[src/rtl/clk_src_select_ctrl.sv]
// Glitch-free clock source selection controller.
// Synchronises per-source health, qualifies each source with a holdoff counter, and drives a
// one-hot select for a BUFGCTRL-style mux chain with a dead gap between deselect and select.
// Optional feature: define CLK_SEL_STATS_EN to enable the saturating switch_count statistic;
// otherwise switch_count is tied to zero.
module clk_src_select_ctrl #(
  parameter int unsigned N_SRC          = 2,
  parameter int unsigned SYNC_STAGES    = 2,
  parameter int unsigned HOLDOFF_CYCLES = 1024,
  parameter int unsigned SWITCH_GAP     = 8
) (
  input  logic                       clk,
  input  logic                       rst,
  input  logic [N_SRC-1:0]           src_ok,
  input  logic                       force_en,
  input  logic [$clog2(N_SRC)-1:0]   force_sel,
  output logic [N_SRC-1:0]           sel_onehot,
  output logic [$clog2(N_SRC)-1:0]   active_src,
  output logic                       no_src,
  output logic                       switching,
  output logic                       force_fault,
  output logic [15:0]                switch_count
);

  localparam int unsigned SEL_W = $clog2(N_SRC);
  localparam int unsigned PAD_W = 1 << SEL_W;
  localparam int unsigned CNT_W = $clog2(HOLDOFF_CYCLES + 1);
  localparam int unsigned GAP_W = $clog2(SWITCH_GAP + 1);
  localparam logic [CNT_W-1:0] HOLD     = CNT_W'(HOLDOFF_CYCLES);
  localparam logic [GAP_W-1:0] GAP_LAST = GAP_W'(SWITCH_GAP - 1);

  typedef enum logic [1:0] {StNone, StGap, StActive} state_e;

  logic [N_SRC-1:0] sync_q [SYNC_STAGES];
  logic [N_SRC-1:0] ok_s;
  logic [CNT_W-1:0] cnt_q  [N_SRC];
  logic [N_SRC-1:0] stable;
  // Padded to the full index range so any force_sel / active_src value indexes safely;
  // entries beyond N_SRC read as zero, which also covers the force_sel < N_SRC check.
  logic [PAD_W-1:0] stable_pad;
  logic [PAD_W-1:0] ok_pad;
  logic             auto_valid;
  logic [SEL_W-1:0] auto_idx;
  logic             force_ok;
  logic             tgt_valid;
  logic [SEL_W-1:0] tgt_idx;
  logic             gap_done;

  state_e           state_q;
  logic [GAP_W-1:0] gap_q;

  assign ok_s = sync_q[SYNC_STAGES-1];

  // Multi-flop synchroniser for the asynchronous health inputs.
  always_ff @(posedge clk or posedge rst) begin
    if (rst) begin
      for (int s = 0; s < SYNC_STAGES; s++) sync_q[s] <= '0;
    end else begin
      sync_q[0] <= src_ok;
      for (int s = 1; s < SYNC_STAGES; s++) sync_q[s] <= sync_q[s-1];
    end
  end

  // Per-source holdoff counters: any synced drop restarts qualification.
  always_ff @(posedge clk or posedge rst) begin
    if (rst) begin
      for (int i = 0; i < N_SRC; i++) cnt_q[i] <= '0;
    end else begin
      for (int i = 0; i < N_SRC; i++) begin
        if (!ok_s[i]) begin
          cnt_q[i] <= '0;
        end else if (cnt_q[i] != HOLD) begin
          cnt_q[i] <= cnt_q[i] + CNT_W'(1);
        end
      end
    end
  end

  // Stability flags and target selection (forced source wins only when valid and stable).
  always_comb begin
    stable     = '0;
    stable_pad = '0;
    ok_pad     = '0;
    auto_valid = 1'b0;
    auto_idx   = '0;
    for (int i = 0; i < N_SRC; i++) stable[i] = (cnt_q[i] == HOLD);
    stable_pad[N_SRC-1:0] = stable;
    ok_pad[N_SRC-1:0]     = ok_s;
    for (int i = N_SRC - 1; i >= 0; i--) begin
      if (stable[i]) begin
        auto_valid = 1'b1;
        auto_idx   = SEL_W'(i);
      end
    end
    force_ok  = force_en && stable_pad[force_sel];
    tgt_valid = force_ok || auto_valid;
    tgt_idx   = force_ok ? force_sel : auto_idx;
    gap_done  = (gap_q == GAP_LAST);
  end

  // Registered force fault flag.
  always_ff @(posedge clk or posedge rst) begin
    if (rst) begin
      force_fault <= 1'b0;
    end else begin
      force_fault <= force_en && !force_ok;
    end
  end

  // Selection FSM; active_src doubles as the current-source register.
  always_ff @(posedge clk or posedge rst) begin
    if (rst) begin
      state_q    <= StNone;
      gap_q      <= '0;
      sel_onehot <= '0;
      active_src <= '0;
      no_src     <= 1'b1;
      switching  <= 1'b0;
    end else begin
      case (state_q)
        StNone: begin
          if (tgt_valid) begin
            state_q   <= StGap;
            gap_q     <= '0;
            switching <= 1'b1;
          end
        end
        StActive: begin
          // Failover on loss of the current source takes priority but shares the same gap.
          if (!ok_pad[active_src] || (tgt_valid && (tgt_idx != active_src))) begin
            state_q    <= StGap;
            gap_q      <= '0;
            sel_onehot <= '0;
            no_src     <= 1'b1;
            switching  <= 1'b1;
          end
        end
        StGap: begin
          if (gap_done) begin
            switching <= 1'b0;
            if (tgt_valid) begin
              state_q    <= StActive;
              sel_onehot <= N_SRC'(1) << tgt_idx;
              active_src <= tgt_idx;
              no_src     <= 1'b0;
            end else begin
              state_q <= StNone;
            end
          end else begin
            gap_q <= gap_q + GAP_W'(1);
          end
        end
        default: begin
          state_q    <= StNone;
          sel_onehot <= '0;
          no_src     <= 1'b1;
          switching  <= 1'b0;
        end
      endcase
    end
  end

`ifdef CLK_SEL_STATS_EN
  logic [15:0] switch_count_q;

  // Count completed GAP->ACTIVE transitions, saturating.
  always_ff @(posedge clk or posedge rst) begin
    if (rst) begin
      switch_count_q <= 16'h0000;
    end else if ((state_q == StGap) && gap_done && tgt_valid && (switch_count_q != 16'hFFFF)) begin
      switch_count_q <= switch_count_q + 16'd1;
    end
  end

  assign switch_count = switch_count_q;
`else
  assign switch_count = 16'h0000;
`endif

endmodule

[config.mk]
export PLATFORM = sky130hd
export DESIGN_NAME = clk_src_select_ctrl
export DESIGN_NICKNAME = d
export VERILOG_FILES = /design/src/rtl/clk_src_select_ctrl.sv
export SDC_FILE = /design/constraint.sdc
export NUM_CORES = 1
export LEC_CHECK = 0
export CAP_MARGIN = 5
export CORE_AREA = 2 2 62 64
export CTS_CLUSTER_SIZE = 25
export DETAILED_ROUTE_END_ITERATION = 7
export DIE_AREA = 0 0 64 66
export PLACE_DENSITY = 0.84
export RECOVER_POWER = 25
export SETUP_SLACK_MARGIN = 0.05
export SYNTH_ARGS = -nofsm -noshare
export SYNTH_HDL_FRONTEND = slang
export SYNTH_SLANG_ARGS = --single-unit
[constraint.sdc]
create_clock -name clk -period 4.45 [get_ports clk]
set_input_delay 1.335 -clock clk [delete_from_list [all_inputs] [get_ports clk]]
set_output_delay 1.335 -clock clk [all_outputs]
set_load 0.01 [all_outputs]
### Word-level counts from Yosys, hierarchy flattened

Index checks and enable logic that the tools add are counted.

| operators by class | value |
|---|---|
| add/subtract/negate cells | 3 |
| multiplexer cells | 32 |
| reductions and logical operators | 13 |
| shift operators | 1 |
| eq/ne operators | 15 |
| bitwise gates (word level) | 1 |
| order comparisons | 2 |

Operators with widths:

| cell | count |
|---|---|
| 11-bit 2-to-1 mux | 4 |
| 11-bit by 1-bit adder with 11-bit output, second input constant | 2 |
| 11-bit == test, second input constant | 2 |
| 11-bit != test, second input constant | 2 |
| 2-bit 2-to-1 mux | 7 |
| 1-bit 2-to-1 mux | 13 |
| 4-bit 2-to-1 mux | 3 |
| 2-bit case mux with 3 select lines | 2 |
| 4-bit case mux with 3 select lines | 1 |
| 2-bit != test, second input constant | 5 |
| 4-bit AND reduction | 2 |
| 1-bit case mux with 3 select lines | 2 |
| 3-bit AND reduction | 2 |
| 4-bit by 1-bit adder with 4-bit output, second input constant | 1 |
| 4-bit by 3-bit == test with 1-bit output, second input constant | 1 |
| 1-bit by 2-bit less-than comparator with 1-bit output, second input constant | 2 |
| 2-bit by 1-bit != test with 1-bit output, second input constant | 2 |
| 1-bit logical AND | 3 |
| 3-bit nonzero test | 1 |
| 2-bit by 1-bit == test with 1-bit output, second input constant | 1 |
| 2-bit == test, second input constant | 1 |
| 1-bit zero test | 2 |
| 2-bit zero test | 1 |
| 1-bit logical OR | 2 |
| other kinds (3) | 3 |

| storage, ports and cells | value |
|---|---|
| input bits | 6 |
| logic and storage cells | 78 |
| register bits after elaboration | 38 |
| output and inout port bits | 22 |

### Longest topological paths before layout

Gate-level depths: netlist of the first run.

| depth | value |
|---|---|
| depth in word-level cells | 10 |
| gate-level depth with buffers | 8 |
| gate-level depth less buffers | 7 |

### Least setup slack after synthesis of the first run

Ideal clock, no wire load.

| timing path | value |
|---|---|
| path kind | input port to flip-flop |
| from | input port force_en |
| to | register gap_q[0] |
| setup slack | 1.971 ns |
| arrival time | 2.353 ns |
| buffers on the path | 0 |
| setup time | 0.125 ns |
| data required time | 4.325 ns |
| stages | 4 |
| cell sequence | nand2_1 > a211o_1 > a311o_4 > mux2_4 |

| on the way | value |
|---|---|
| longest elaborated chain between the ends | 7 |
| elaborated cells between the ends (all ways) | 9 |
| those cells by class | eq/ne: 3; mux: 1; reduce/logical: 5 |

Ends and longest elaborated chain:

| item | line | text |
|---|---|---|
| start: declaration | 15 | `input logic force_en,` |
| 1-bit logical AND (*) | 95 | `force_ok = force_en && stable_pad[force_sel];` |
| 1-bit 2-to-1 mux | 97 | `tgt_idx = force_ok ? force_sel : auto_idx;` |
| 1-bit != test | 130 | `if (!ok_pad[active_src] \|\| (tgt_valid && (tgt_idx != active_src))) begin` |
| 1-bit logical AND | 130 |  |
| 1-bit logical OR | 130 |  |
| 2-bit != test (no line) | n/a |  |
| 4-bit AND reduction (no line) (*) | n/a |  |
| end signal: assignment | 150 | `gap_q <= gap_q + GAP_W'(1);` |
| end: declaration | 50 | `logic [GAP_W-1:0] gap_q;` |

Mark *: on every way between the ends. The rest lies on a longest branch, timed or not.
A chain may end at the register's enable or synchronous reset.

### Worst setup path after layout of the first run

| timing path | value |
|---|---|
| from | register no_src |
| to | output port no_src |

RTL lines:

| item | line | text |
|---|---|---|
| start: declaration | 19 | `output logic no_src,` |
| start signal: assignment | 117 | `no_src <= 1'b1;` |
| start signal: assignment | 134 | `no_src <= 1'b1;` |
| start signal: assignment | 145 | `no_src <= 1'b0;` |

No word-level cell between the ends.

==> flow_metrics.tcl, run 1 <==
set metrics [dict create \
    status "complete, no violations" \
    via_per_inst 5.30 \
    syn_area_per_cell_um2 9.96 \
    die_w_um 64 \
    leakage_nw 0.975 \
    synth_seq_cells 38 \
    yosysTopAreaCellShare 0.463 \
    drv_slew 0 \
    synth_cell_types 40 \
    ctsResizeCount 0 \
    synth_area_um2 2000 \
    initialDrtViolationCount 62 \
    min_path_cells 0 \
    start_kind "register" \
    skew_ns 0.0182 \
    drtAntennaViolNets 0 \
    dpl.cell_count 255 \
    ys_top_cells_by_area "dfrtp_1 46%, buf_4 6.0%, xnor2_1 5.2%" \
    p_clk_frac 0.370 \
    dp_hpwl_um 2340 \
    drc 0 \
    via_count 1394 \
    grt_pass1_vias 1269 \
    r2r_cells 5 \
    cts_root_buf "clkbuf_4" \
    rsz0062_at_grt "false" \
    wl_per_cell_um 12.5 \
    period_share 0.618 \
    maxCapViolCount 0 \
    htreeDepth 2 \
    power_frac_comb 0.058 \
    post-route-min-period_ns 2.75 \
    hold_violations 0 \
    cp.depth 1 \
    peakVddDrop_mv 0.208 \
    antenna_cells 0 \
    regArea_um2 952 \
    design_area_um2 2160 \
    portBuffers 11 \
    firstDrtPassIters 4 \
    start_util 0.564 \
    grt_max_degree 39 \
    cellPowerDensity_nw_per_um2 292 \
    path_class "register to output port" \
    rows 22 \
    clock_latency_ns 0.36 \
    cpLargestDelayFamily "flip-flops" \
    crit_path_max_incr_delay_ns 0.55 \
    cts_setup_buffers 0 \
    place_ws_ns 1.35 \
    core_um2 3550 \
    fin_cells 263 \
    utilization 0.608 \
    netSwitchingFraction 0.234 \
    yosysWarningCount 0 \
    cp_slowest_cell "dfstp_2" \
    netlist_instances 201 \
    placed_cell_area_um2 2080 \
    die_h_um 66 \
    drt-total-wl_um 3300 \
    grt_usage 0.177 \
    drive_gt1_frac 0.0791 \
    tritoncts "built" \
    hold_ws_ns 0.364 \
    max_freq_mhz 363 \
    synth_largest_area_cell "dfrtp_1" \
    nets 225 \
    setup_violations 0 \
    n_fill_cell 300 \
    place_congestion 0.765 \
    antenna_found_initial 0 \
    syn_to_final_growth_pct 7.81 \
    arrival_ns 1.42 \
    p_int_mw 0.483 \
    ys_seq_area_frac 0.476 \
    seq_power_share 0.572 \
    multi_input_area_um2 917 \
    min_path_type "register to register" \
    critPathRequiredTime_ns 3.12 \
    overflow 0 \
    clock_sinks 38 \
    ioPinCount 28 \
    clk_pin_slew_ns 0.11 \
    grt_pass1_wl_um 5600 \
    cts_max_path_buffers 2 \
    end_kind "output port" \
    switchingPower_mw 0.148 \
    fin_tns_setup_ns 0 \
    cts_inserted_buffers 5 \
    setup_ws_ns 1.70 \
    power.total_mw 0.630 \
    die_area_um2 4220 \
    path_cells "clkdlybuf4s50_1" \
    cp_num_buf_inv 1 \
    holdBufCountCts 0 \
    crit_fanout 2 \
]
## worst paths after layout
path	start	end	slack, ns
setup / recovery	no_src	no_src	1.70
hold / removal	sync_q[2]	ok_pad[0]	0.36
setup reg to reg	cnt_q[7]	gap_q[0]	2.05
hold reg to reg	sync_q[2]	ok_pad[0]	0.36
max in group asynchronous	rst	no_src	2.72
min in group asynchronous	rst	cnt_q[4]	1.37
## cells in the final DEF, fill, tap and decap left out, types with 5 or more instances in the layout
master | synthesis | final
dfrtp_1 | 37 | 37
nand2_1 | 16 | 16
conb_1 | 1 | 16
nand3_1 | 15 | 15
nor2_1 | 12 | 12
xnor2_1 | 12 | 12
and2_0 | 0 | 9
clkdlybuf4s50_1 | 0 | 9
inv_1 | 8 | 8
and2_1 | 16 | 7
a21oi_1 | 6 | 6
o21ai_0 | 6 | 6
a21boi_0 | 4 | 5
ha_1 | 5 | 5
clkbuf_4 | 0 | 5
## flip-flops by register name (all words and copies together) (netlist names)
register and count:
force_fault 1, gap_q 4, ok_pad 2, state_q 2, sel_onehot 2, sync_q 2
no_src 1, switching 1, active_src 1, cnt_q 22
## kinds of logic (layout without fill, tap and decap cells)
logic type | count (synthesis) | count (layout) | share of synthesized area
AND/OR/NAND/NOR | 79 | 79 | 0.208
flip-flops | 38 | 38 | 0.476
AO/OA/AOI/OAI | 31 | 31 | 0.111
buffers and inverters | 30 | 29 | 0.0944
XOR/XNOR | 14 | 14 | 0.0613
adder cells (fa/ha/maj) | 5 | 5 | 0.0313
multiplexers | 3 | 3 | 0.0175
other | 1 | 16 | 0.00187
## final cells by class
| cell class | instances | share of cell area |
|---|---|---|
| sequential | 38 | 0.441 |
| multi-input combinational | 148 | 0.425 |
| timing repair buffer | 12 | 0.0545 |
| tap | 48 | 0.0278 |
| clock inverter | 3 | 0.0186 |
| clock buffer | 5 | 0.0174 |
| inverter | 9 | 0.0157 |
## Yosys cell counts
cell type / n
o41ai_2: 1
buf_2: 1
nor2_1: 12
o21ai_1: 2
nand2_1: 16
dfrtp_1: 37
nand3_1: 15
mux2i_1: 2
a21boi_1: 2
ha_1: 5
inv_1: 8
a21boi_0: 4
nor4_1: 3
a311o_4: 1
o21ai_0: 6
mux2_4: 1
and3_1: 4
xor2_1: 2
nand2b_1: 1
o21a_1: 2
or3_1: 4
buf_4: 16
nor4_2: 1
a211o_1: 1
o22ai_1: 2
dfstp_2: 1
buf_6: 2
and4_1: 1
a31oi_1: 2
a21oi_1: 6
clkbuf_1: 2
conb_1: 1
nor2b_1: 3
nor3b_1: 1
and2_1: 16
nand4_1: 2
o211ai_2: 1
inv_2: 1
xnor2_1: 12
a21o_2: 1
## power by group through the flow
stage          Sequential (mW)  Combinational (mW)  Clock (mW)
5_1_grt                  0.362              0.0426       0.253
3_3_place_gp             0.367              0.0362           0
6_report                 0.361              0.0363       0.233
2_1_floorplan            0.363              0.0398           0
3_5_place_dp             0.367              0.0374           0
4_1_cts                  0.360              0.0375       0.241
## per-layer routing
layer	part of all wire	up-vias	global-route usage
met5	0	-	0
met4	0.0088	0	0.0652
met3	0.031	4	0.0511
met2	0.53	17	0.314
met1	0.43	703	0.201
li1	-	670	-
Note: power is estimated with default switching activity, not from simulation.
==> run 2: changes to the inputs <==
--- a/config.mk
+++ b/config.mk
@@ -6,11 +6,11 @@
 export NUM_CORES = 1
 export LEC_CHECK = 0
 export CAP_MARGIN = 5
-export CORE_AREA = 2 2 62 64
+export CORE_AREA = 2 2 64 66
 export CTS_CLUSTER_SIZE = 25
 export DETAILED_ROUTE_END_ITERATION = 7
-export DIE_AREA = 0 0 64 66
-export PLACE_DENSITY = 0.84
+export DIE_AREA = 0 0 66 68
+export PLACE_DENSITY = 0.8
 export RECOVER_POWER = 25
 export SETUP_SLACK_MARGIN = 0.05
 export SYNTH_ARGS = -nofsm -noshare
==> constraint.sdc (replaced) <==
create_clock -name clk -period 2.7 [get_ports clk]
set_input_delay 0.81 -clock clk [delete_from_list [all_inputs] [get_ports clk]]
set_output_delay 0.81 -clock clk [all_outputs]
set_load 0.01 [all_outputs]
==> run 2 against run 1 <==
Worst setup slack lost 1.3 ns. Critical path depth grew 4. Sequential share of layout area shrank 0.56 points. Die area grew 6.3%. Via count shrank 5.5%. Non-clock buffer count grew 2.
==> flow_metrics.tcl, run 2 (same netlist as run 1, synthesis figures left out) <==
set metrics [dict create \
    ctsResizeCount 0 \
    antenna_cells 0 \
    start_kind "input port" \
    design_area_um2 2190 \
    drc 0 \
    post-route-min-period_ns 2.26 \
    die_h_um 68 \
    nets 227 \
    critPathRequiredTime_ns 2.88 \
    core_um2 3860 \
    leakage_nw 0.986 \
    path_class "input port to register" \
    status "complete, no violations" \
    cp_num_buf_inv 1 \
    dp_hpwl_um 2360 \
    end_kind "register" \
    drt-total-wl_um 3310 \
    utilization 0.567 \
    setup_ws_ns 0.445 \
    portBuffers 11 \
    drtAntennaViolNets 0 \
    arrival_ns 2.43 \
    peakVddDrop_mv 0.335 \
    period_share 0.835 \
    final_cell_mix "37 x dfrtp_1, 16 x nand2_1, 16 x conb_1" \
    max_freq_mhz 443 \
    wl_per_cell_um 12.4 \
    largestRegisters "cnt_q (22), gap_q (4)" \
    tritoncts "built" \
    clock_latency_ns 0.30 \
    cellPowerDensity_nw_per_um2 480 \
    cts_inserted_buffers 5 \
    grt_max_degree 39 \
    grt_usage 0.176 \
    die_area_um2 4490 \
    regMostFlops "cnt_q" \
    worst_pin_slew_ns 0.933 \
    placed_cell_area_um2 2100 \
    fin_tns_setup_ns 0 \
    grt_pass1_vias 1296 \
    min_path_type "register to register" \
    ioPinCount 28 \
    cp_slowest_cell "clkdlybuf4s50_1" \
    syn_to_final_growth_pct 9.19 \
    rows 23 \
    clock_sinks 38 \
    crit_path_max_incr_delay_ns 0.52 \
    skew_ns 0.00868 \
    cts_setup_buffers 0 \
    path_cells "clkdlybuf4s50_1 -> nand2_1 -> a211o_1 -> a311o_4 -> mux2_4" \
    place_congestion 0.746 \
    setup_violations 0 \
    crit_fanout 7 \
    fin_cells 267 \
    htreeDepth 2 \
    hold_violations 0 \
    cts_max_path_buffers 2 \
    maxCapViolCount 0 \
    via_per_inst 4.94 \
    antenna_found_initial 0 \
    firstDrtPassIters 4 \
    overflow 0 \
    hold_ws_ns 0.348 \
    drive_gt1_frac 0.0783 \
    place_ws_ns 0.150 \
    cts_root_buf "clkbuf_8" \
    relSlewSlack 0.378 \
    largest_reg_flops 22 \
    cpLargestDelayFamily "compound AO/OA/AOI/OAI gates" \
    clk_pin_slew_ns 0.07 \
    power.total_mw 1.05 \
    grt_pass1_wl_um 5880 \
    drv_slew 0 \
    dpl.cell_count 259 \
    die_w_um 66 \
    holdBufCountCts 0 \
    rsz0062_at_grt "false" \
    initialDrtViolationCount 24 \
    via_count 1318 \
    start_util 0.519 \
    layout_commonest_cell "dfrtp_1" \
]
==> run 2: final cells by class <==
| cell class | instances | area [µm²] |
|---|---|---|
| Timing Repair Buffer | 14 | 130 |
| Clock buffer | 8 | 90.1 |
| Fill cell | 354 | 1670 |
| Multi-Input combinational cell | 148 | 917 |
| Tap cell | 50 | 62.6 |
| Inverter | 9 | 33.8 |
| Sequential cell | 38 | 952 |
==> run 2: worst paths after layout <==
kind / startpoint / end / slack, ns / cells past startpoint
max in group asynchronous: rst / cnt_q[7] / 0.89 / 3
worst max-delay path: force_sel / gap_q[0] / 0.44 / 5
worst min-delay path: sync_q[3] / ok_pad[1] / 0.35 / 0
min in group asynchronous: rst / cnt_q[11] / 1.24 / 3
worst max register to register: cnt_q[17] / gap_q[0] / 0.45 / 5
worst min register to register: sync_q[3] / ok_pad[1] / 0.35 / 0
==> run 2: report_power, final <==
part | leakage [nW] | switching (mW) | internal, mW
combinational | 0.444 | 0.0365 | 0.0230
sequential | 0.496 | 0.0144 | 0.580
clock | 0.0455 | 0.187 | 0.208
total | 0.986 | 0.238 | 0.811
==> run 2: routing by layer <==
metal | wire, µm | vias to the layer above | GRT usage
met1 | 1560 | 619 | 0.216
met2 | 1560 | 17 | 0.289
met5 | 0 | - | 0
met4 | 57 | 0 | 0.0612
li1 | - | 676 | -
met3 | 137 | 6 | 0.0625
==> run 3: changes to the inputs <==
--- a/config.mk
+++ b/config.mk
@@ -6,11 +6,11 @@
 export NUM_CORES = 1
 export LEC_CHECK = 0
 export CAP_MARGIN = 5
-export CORE_AREA = 2 2 64 66
+export CORE_AREA = 2 2 67 69
 export CTS_CLUSTER_SIZE = 25
 export DETAILED_ROUTE_END_ITERATION = 7
-export DIE_AREA = 0 0 66 68
-export PLACE_DENSITY = 0.8
+export DIE_AREA = 0 0 69 71
+export PLACE_DENSITY = 0.76
 export RECOVER_POWER = 25
 export SETUP_SLACK_MARGIN = 0.05
 export SYNTH_ARGS = -nofsm -noshare
==> constraint.sdc (replaced) <==
create_clock -name clk -period 1.9 [get_ports clk]
set_input_delay 0.57 -clock clk [delete_from_list [all_inputs] [get_ports clk]]
set_output_delay 0.57 -clock clk [all_outputs]
set_load 0.01 [all_outputs]
==> run 3 against run 2 <==
The run now ends with negative setup slack left. Non-clock buffer count up 43. Critical path type is now register to register. Hold slack better by 0.0031 ns. Largest power group is now clock. Routed wire length up 32%. Critical endpoint unchanged.
==> flow_metrics.tcl, run 3 (same netlist as run 1, synthesis figures left out) <==
set metrics [dict create \
    die_area_um2 4900 \
    final_cell_mix "40 x buf_4, 35 x dfrtp_1, 16 x and2_1, 16 x conb_1" \
    cpLargestDelayFamily "simple AND/OR/NAND/NOR gates" \
    via_per_inst 5.04 \
    r2r-start "cnt_q[17]" \
    overflow 0 \
    period_share 1.09 \
    tritoncts "built" \
    antenna_found_initial 0 \
    hold_ws_ns 0.352 \
    cts_max_path_buffers 2 \
    cp_num_buf_inv 1 \
    clock_latency_ns 0.29 \
    path_cells "nor4_4 -> and4_4 -> buf_4 -> o211ai_4 -> a311o_4 -> mux2_4" \
    cp.depth 6 \
    die_h_um 71 \
    end_kind "register" \
    grt_pass1_wl_um 7170 \
    power.total_mw 1.82 \
    htreeDepth 2 \
    fin_tns_setup_ns -0.839 \
    wl_per_cell_um 14.0 \
    dp_hpwl_um 2830 \
    max_freq_mhz 483 \
    switchingPower_mw 0.377 \
    firstDrtPassIters 4 \
    fin_cells 312 \
    cts_inserted_buffers 5 \
    path_class "register to register" \
    hold_violations 0 \
    syn_to_final_growth_pct 34.7 \
    cp_slowest_cell "a311o_4" \
    utilization 0.641 \
    regMostFlops "cnt_q" \
    drtAntennaViolNets 0 \
    start_kind "register" \
    netSwitchingFraction 0.207 \
    critPathLaunch "cnt_q[17]" \
    critPathRequiredTime_ns 2.09 \
    cellPowerDensity_nw_per_um2 674 \
    place_congestion 0.874 \
    setup_violations 8 \
    arrival_ns 2.25 \
    seq_power_share 0.458 \
    start_util 0.476 \
    skew_ns 0.00613 \
    setup_ws_ns -0.169 \
    die_w_um 69 \
    dpl.cell_count 295 \
    min_path_type "register to register" \
    r2r_end "gap_q[0]" \
    layout_commonest_cell "buf_4" \
    crit_fanout 4 \
    grt_max_degree 39 \
    grt_pass1_vias 1606 \
    p_clk_frac 0.471 \
    power_frac_comb 0.071 \
    design_area_um2 2700 \
    initialDrtViolationCount 44 \
    worst_pin_slew_ns 0.965 \
    ioPinCount 28 \
    rows 24 \
    placed_cell_area_um2 2380 \
    crit_end "gap_q[0]" \
    r2r_cells 6 \
    cts_root_buf "clkbuf_8" \
    largestRegisters "cnt_q (22), gap_q (4)" \
    reg2reg_slack_ns -0.17 \
    drt-total-wl_um 4380 \
    clk_pin_slew_ns 0.08 \
    n_fill_cell 333 \
    violations "negative setup slack" \
    peakVddDrop_mv 0.448 \
    largest_reg_flops 22 \
    crit_path_max_incr_delay_ns 0.45 \
    maxCapViolCount 0 \
    via_count 1573 \
    antenna_cells 0 \
    drv_slew 0 \
    core_um2 4200 \
    grt_usage 0.184 \
    clock_sinks 38 \
    nets 270 \
    post-route-min-period_ns 2.07 \
    portBuffers 11 \
    place_ws_ns -0.362 \
    leakage_nw 1.31 \
    rsz0062_at_grt "true" \
    p_int_mw 1.44 \
    drive_gt1_frac 0.300 \
    status "finished with violations" \
    relSlewSlack 0.357 \
    drc 0 \
]
-- run 3: layout make-up --
class / instances / area (µm²) / area share
Clock inverter: 2 / 60.1 / 0.0223
Multi-Input combinational cell: 148 / 1030 / 0.382
Clock buffer: 6 / 82.6 / 0.0306
Inverter: 9 / 33.8 / 0.0125
Timing Repair Buffer: 57 / 469 / 0.174
Tap cell: 52 / 65.1 / 0.0241
Sequential cell: 38 / 955 / 0.354
-- run 3: layer usage --
| metal | share of wire | wire, µm | vias up | GRT usage |
|---|---|---|---|---|
| li1 | - | - | 762 | - |
| met1 | 0.41 | 1800 | 775 | 0.203 |
| met2 | 0.53 | 2330 | 25 | 0.341 |
| met3 | 0.033 | 143 | 11 | 0.0470 |
| met4 | 0.024 | 104 | 0 | 0.0697 |
| met5 | 0 | 0 | - | 0 |
-- run 3: how the worst min path moves through the flow --
| stage | startpoint | end | slack (ns) | cells past startpoint |
|---|---|---|---|---|
| 4_1_cts | sync_q[2] | ok_pad[0] | 0.35 | 0 |
| 3_3_place_gp | sync_q[2] | ok_pad[0] | 0.33 | 0 |
| 5_1_grt | sync_q[2] | ok_pad[0] | 0.36 | 0 |
| 3_5_place_dp | sync_q[2] | ok_pad[0] | 0.34 | 0 |
| 6_report | sync_q[2] | ok_pad[0] | 0.35 | 0 |
| 2_1_floorplan | sync_q[2] | ok_pad[0] | 0.33 | 0 |
-- run 3: worst reg2reg max path, delay by kind of cell (launching register included) --
family / cells / cell delay (ns)
buf+inv: 1 / 0.13
mux: 1 / 0.31
flops: 1 / 0.41
simple gates: 2 / 0.58
compound gates: 2 / 0.54
-- run 3: timing repair --
| item | CTS | global route |
|---|---|---|
| pin swaps | 13 | 12 |
| resized for setup | 18 | 11 |
| endpoints found under the setup margin | 13 | 13 |
| hold buffers | 0 | 0 |
| setup buffers | 6 | 5 |
-- run 3: power by group through the flow --
stage,logic (mW),clock network [mW],registers (mW)
finish,0.130,0.855,0.832
global route,0.147,0.900,0.833
CTS,0.134,0.866,0.832
detailed placement,0.130,0,0.848
global placement,0.127,0,0.847
floorplan,0.0935,0,0.851
